## src/rtl/alu_sched.sv

```systemverilog
// alu_sched: round-robin arbiter sharing one ALU between two request channels.
// Optional `ALU_SCHED_STATS_EN adds per-channel and IRQ response counters.
module alu_sched #(
  parameter bit FIXED_PRIO = 1'b0,
  parameter bit RR_INIT    = 1'b0
) (
  input  logic       alu_clk,
  input  logic       rst_n,
  input  logic       req0_valid,
  output logic       req0_ready,
  input  logic [1:0] req0_op,
  input  logic [7:0] req0_a,
  input  logic [7:0] req0_b,
  input  logic       req1_valid,
  output logic       req1_ready,
  input  logic [1:0] req1_op,
  input  logic [7:0] req1_a,
  input  logic [7:0] req1_b,
  input  logic       irq_clr,
  output logic       rsp_valid,
  input  logic       rsp_ready,
  output logic       rsp_id,
  output logic [7:0] rsp_data,
  output logic       rsp_irq,
`ifdef ALU_SCHED_STATS_EN
  output logic [15:0] stat_ops0,
  output logic [15:0] stat_ops1,
  output logic [15:0] stat_irq,
`endif
  output logic       alu_enable,
  output logic       alu_enable_a,
  output logic       alu_enable_b,
  output logic [1:0] alu_op_a,
  output logic [1:0] alu_op_b,
  output logic [7:0] alu_in_a,
  output logic [7:0] alu_in_b,
  output logic       alu_irq_clr,
  input  logic [7:0] alu_out,
  input  logic       alu_irq
);

  typedef enum logic [1:0] {S_IDLE, S_ISSUE, S_CAPTURE, S_RESP} state_t;

  state_t     r_state, w_state_nxt;
  logic       r_rr_ptr, r_id, r_irq_pend;
  logic       r_en, r_en_a, r_en_b, r_clr;
  logic [1:0] r_op_a, r_op_b;
  logic [7:0] r_in_a, r_in_b, r_rsp_data;
  logic       r_rsp_valid, r_rsp_id, r_rsp_irq;
  logic       w_grant, w_idle, w_acc, w_rsp_hs;

  always_comb begin
    w_grant = req1_valid;
    if (req0_valid && req1_valid) w_grant = FIXED_PRIO ? 1'b0 : r_rr_ptr;
  end

  assign w_idle     = (r_state == S_IDLE);
  assign req0_ready = w_idle && req0_valid && !w_grant;
  assign req1_ready = w_idle && req1_valid && w_grant;
  assign w_acc      = req0_ready || req1_ready;
  assign w_rsp_hs   = r_rsp_valid && rsp_ready;

  always_ff @(posedge alu_clk or negedge rst_n) begin
    if (!rst_n) r_state <= S_IDLE;
    else        r_state <= w_state_nxt;
  end

  always_comb begin
    w_state_nxt = r_state;
    case (r_state)
      S_IDLE:    if (w_acc) w_state_nxt = S_ISSUE;
      S_ISSUE:   w_state_nxt = S_CAPTURE;
      S_CAPTURE: w_state_nxt = S_RESP;
      S_RESP:    if (w_rsp_hs) w_state_nxt = S_IDLE;
      default:   w_state_nxt = S_IDLE;
    endcase
  end

  // ALU drive is fully registered so the ALU never sees decode glitches;
  // op/operand registers only change on accept and otherwise hold.
  always_ff @(posedge alu_clk or negedge rst_n) begin
    if (!rst_n) begin
      r_rr_ptr <= RR_INIT;
      r_id     <= 1'b0;
      r_en     <= 1'b0;
      r_en_a   <= 1'b0;
      r_en_b   <= 1'b0;
      r_clr    <= 1'b0;
      r_op_a   <= '0;
      r_op_b   <= '0;
      r_in_a   <= '0;
      r_in_b   <= '0;
    end else if (w_acc) begin
      r_id     <= w_grant;
      r_rr_ptr <= ~w_grant;
      r_en     <= 1'b1;
      r_en_a   <= ~w_grant;
      r_en_b   <= w_grant;
      r_clr    <= r_irq_pend | irq_clr;
      if (w_grant) r_op_b <= req1_op;
      else         r_op_a <= req0_op;
      r_in_a   <= w_grant ? req1_a : req0_a;
      r_in_b   <= w_grant ? req1_b : req0_b;
    end else if (r_state == S_ISSUE) begin
      r_en   <= 1'b0;
      r_en_a <= 1'b0;
      r_en_b <= 1'b0;
      r_clr  <= 1'b0;
    end
  end

  // The pending clear is consumed as ISSUE ends; a pulse landing in that same
  // cycle re-arms it for the following issue.
  always_ff @(posedge alu_clk or negedge rst_n) begin
    if (!rst_n)                     r_irq_pend <= 1'b0;
    else if (r_state == S_ISSUE)    r_irq_pend <= irq_clr;
    else                            r_irq_pend <= r_irq_pend | irq_clr;
  end

  always_ff @(posedge alu_clk or negedge rst_n) begin
    if (!rst_n) begin
      r_rsp_valid <= 1'b0;
      r_rsp_id    <= 1'b0;
      r_rsp_irq   <= 1'b0;
      r_rsp_data  <= '0;
    end else if (r_state == S_CAPTURE) begin
      r_rsp_valid <= 1'b1;
      r_rsp_id    <= r_id;
      r_rsp_irq   <= alu_irq;
      r_rsp_data  <= alu_out;
    end else if (w_rsp_hs) begin
      r_rsp_valid <= 1'b0;
    end
  end

`ifdef ALU_SCHED_STATS_EN
  logic [15:0] r_ops0, r_ops1, r_irqs;
  always_ff @(posedge alu_clk or negedge rst_n) begin
    if (!rst_n) begin
      r_ops0 <= '0;
      r_ops1 <= '0;
      r_irqs <= '0;
    end else if (w_rsp_hs) begin
      if (!r_rsp_id && r_ops0 != 16'hFFFF) r_ops0 <= r_ops0 + 16'd1;
      if (r_rsp_id && r_ops1 != 16'hFFFF)  r_ops1 <= r_ops1 + 16'd1;
      if (r_rsp_irq && r_irqs != 16'hFFFF) r_irqs <= r_irqs + 16'd1;
    end
  end
  assign stat_ops0 = r_ops0;
  assign stat_ops1 = r_ops1;
  assign stat_irq  = r_irqs;
`endif

  assign rsp_valid    = r_rsp_valid;
  assign rsp_id       = r_rsp_id;
  assign rsp_data     = r_rsp_data;
  assign rsp_irq      = r_rsp_irq;
  assign alu_enable   = r_en;
  assign alu_enable_a = r_en_a;
  assign alu_enable_b = r_en_b;
  assign alu_op_a     = r_op_a;
  assign alu_op_b     = r_op_b;
  assign alu_in_a     = r_in_a;
  assign alu_in_b     = r_in_b;
  assign alu_irq_clr  = r_clr;

endmodule

```

## config.mk

```make
export PLATFORM = sky130hd
export DESIGN_NAME = alu_sched
export DESIGN_NICKNAME = d
export VERILOG_FILES = /design/src/rtl/alu_sched.sv
export SDC_FILE = /design/constraint.sdc
export NUM_CORES = 1
export LEC_CHECK = 0
export CORE_MARGIN = 4
export CORE_UTILIZATION = 45
export DETAILED_ROUTE_END_ITERATION = 8
export DONT_BUFFER_PORTS = 1
export GPL_ROUTABILITY_DRIVEN = 0
export SLEW_MARGIN = 5
export SYNTH_ARGS = -nofsm -noshare
export SYNTH_HDL_FRONTEND = slang
export SYNTH_SLANG_ARGS = --single-unit
```

## constraint.sdc

```tcl
create_clock -name alu_clk -period 1.96 [get_ports alu_clk]
set_input_delay 0.196 -clock alu_clk [delete_from_list [all_inputs] [get_ports alu_clk]]
set_output_delay 0.196 -clock alu_clk [all_outputs]
set_load 0.02 [all_outputs]
```

==> flow_metrics.py <==
metrics = {
    "clock_tree": {
        "cts_buffer_depth": 2,
        "cts_buffers": 5,
        "cts_sinks": 40,
        "cts-root-buf": "clkbuf_8",
        "clk_latency_ps": 280,
        "path_clk_slew_ps": 70,
        "cts_tree": "done",
        "cts_resized": 0,
        "htree_levels": 2,
    },
    "pwr": {
        "power_mw": 3.86,
        "p_leak_nw": 0.876,
        "ir_drop_mv": 1.01,
        "power-per-cell-area_mw_per_mm2": 1900,
    },
    "synth": {
        "ys_seq_area_share_pct": 53.9,
        "synth_common_cells": "dfrtp_1 (40), nor2_1 (19), a21oi_1 (18), a31oi_1 (17), o21ai_0 (16)",
        "synth_cell_types": 27,
        "synth_top_cell_by_area": "dfrtp_1",
        "yosysMostFrequentCell": "dfrtp_1",
        "synthFlopType": "dfrtp_1",
        "ys_ff_latch": 40,
        "synth_edf_count": 0,
        "synthArstFlopShare_pct": 100,
        "syn_area_mm2": 0.00186,
        "yosysWarningCount": 0,
        "synth_top_area_share_pct": 53.9,
        "syn_area_per_cell_um2": 11.2,
        "syn_nets": 222,
        "synthTopCellsByArea": "dfrtp_1 (54%), mux2_2 (7.9%), a31oi_1 (5.7%)",
        "synth_cells": 166,
    },
    "detailed_routing": {
        "post_drt_wl_per_cell_um": 18.4,
        "viasPerCell": 5.86,
        "drt_first_iter_violations": 50,
        "wl_mm": 4.06,
        "drc": 0,
        "vias": 1290,
        "firstDrtPassIters": 4,
        "ant_nets": 0,
    },
    "layout": {
        "drive_gt1_share_pct": 19.4,
        "n_fill_cell": 360,
        "ff_latch_area_mm2": 0.00100,
        "area_growth_pct": 9.17,
        "multiInputGateArea_um2": 743,
        "diodes": 0,
        "design_area_mm2": 0.00203,
        "final_nets": 225,
    },
    "timing": {
        "rsz0062_at_grt": "false",
        "skew_ps": 1.67,
        "finalHoldViolCount": 0,
        "finalCriticalPeriod_ps": 1660,
        "tightest_slew_ps": 522,
        "finalWorstSetupSlack_ps": 298,
        "setup_viol": 0,
        "drv_slew": 0,
        "hold_slack_ps": 15.6,
        "fmaxAchievable_mhz": 602,
        "finalCritPeriodShare_pct": 84.8,
        "slew_headroom_pct": 65.1,
        "fin_setup_tns_ps": 0,
    },
    "placement": {
        "dp_hpwl_mm": 2.99,
        "port_buffers": 0,
        "post_dp_cell_area_mm2": 0.00186,
        "dp_slack_ps": 364,
    },
    "die": {
        "die_h_um": 72.2,
        "start_util_pct": 46.4,
        "die_x_um": 72.2,
        "rows": 23,
        "core_area_mm2": 0.00400,
        "dieArea_mm2": 0.00522,
        "ios": 88,
    },
    "global_routing": {
        "grt_pass1_vias": 1378,
        "grt_pass1_wl_mm": 6.78,
        "overflow": 0,
        "track_usage_pct": 16.6,
        "antenna_found_initial": 0,
        "grt_max_degree": 41,
    },
    "critical_path": {
        "crit_required_ps": 1760,
        "critPathCaptureType": "primary output",
        "crit_fanout": 6,
        "arrival_ps": 1470,
        "critical_path_class": "reg2out",
        "start_kind": "flip-flop",
    },
    "flow_run": {
        "max-cap-violations": 0,
    },
    "status": {
        "status": "completed",
    },
    "hold_path": {
        "hold_class": "in2reg",
    },
}
## sequential cells by signal, indices dropped and copies added, names as in the netlist
register      flops
alu_in_a          8
alu_enable        1
rsp_irq           1
alu_in_b          8
r_id              1
rsp_valid         1
alu_irq_clr       1
r_state           2
alu_op_a          2
alu_op_b          2
rsp_id            1
r_rr_ptr          1
rsp_data          8
alu_enable_a      1
alu_enable_b      1
r_irq_pend        1
## critical path, stage by stage (launching register included)
cell     delay, ps
dfrtp_1        410
inv_1          140
ha_1           180
buf_4          170
nand3_4        110
inv_1          170
## cells in the final DEF, fill, tap and decap left out, types with 2 or more instances in the layout
| cell | Yosys | final |
|---|---|---|
| dfrtp_1 | 40 | 40 |
| nor2_1 | 19 | 19 |
| a21oi_1 | 18 | 18 |
| a31oi_1 | 17 | 17 |
| o21ai_0 | 16 | 16 |
| mux2_2 | 13 | 13 |
| clkbuf_8 | 1 | 7 |
| inv_1 | 6 | 6 |
| nand2_1 | 5 | 5 |
| ha_1 | 5 | 5 |
| buf_4 | 3 | 4 |
| a21o_1 | 3 | 3 |
| mux2_4 | 2 | 2 |
| dlygate4sd3_1 | 0 | 2 |
## through the flow
step	utilization [%]	std cells
2_1_floorplan	-	166
3_3_place_gp	46.5	209
3_5_place_dp	46.5	209
4_1_cts	50.4	219
5_1_grt	50.6	220
6_report	50.6	220
## area by class of cell
cell class | instances | share of cell area [%]
well taps | 50 | 3.09
clock inverters | 1 | 1.48
inverters | 6 | 1.11
multi-input cells | 109 | 36.7
repair buffers | 7 | 3.46
flip-flops and latches | 40 | 49.4
clock buffers | 7 | 4.76
## what timing repair did
item,4_1_cts,5_1_grt
buffers inserted,0,0
hold buffers,2,1
endpoints found under the hold margin,40,1
## report_power, final
| part | leakage [nW] | total (mW) | internal (mW) | switching (mW) |
|---|---|---|---|---|
| Clock | 0.0645 | 0.712 | 0.449 | 0.263 |
| Sequential | 0.461 | 2.00 | 1.25 | 0.756 |
| Combinational | 0.351 | 1.14 | 0.552 | 0.592 |
## final timing paths
check | start | end | slack (ps) | cells after the start
worst max-delay path | r_state[0]$_DFFE_PN0P_ | req1_ready | 300 | 5
worst min-delay path | req1_valid | r_rr_ptr$_DFFE_PN0P_ | 20 | 1
worst max register to register | r_state[0]$_DFFE_PN0P_ | alu_op_a[1]$_DFFE_PN0P_ | 360 | 5
worst min register to register | r_id$_DFFE_PN0P_ | r_id$_DFFE_PN0P_ | 490 | 2
max in group asynchronous | rst_n | alu_in_a[4]$_DFFE_PN0P_ | 1390 | 2
min in group asynchronous | rst_n | alu_in_b[2]$_DFFE_PN0P_ | 370 | 2
## layer usage
| layer | part of all wire, % | global-route usage [%] | wire length [µm] |
|---|---|---|---|
| met1 | 37 | 19.4 | 1510 |
| met3 | 12 | 7.48 | 470 |
| met2 | 51 | 27.8 | 2060 |
| met5 | 0 | 0 | 0 |
| met4 | 0.42 | 4.38 | 17 |
## logic make-up (layout without fill, tap and decap cells)
group	after synthesis	after routing	synth area share, %
mux	16	16	10.0
buf+inv	17	21	6.00
simple gates	29	29	7.22
flops	40	40	53.9
fa+ha+maj	5	5	3.37
compound gates	59	59	19.4
(Power assumes the default switching activity.)
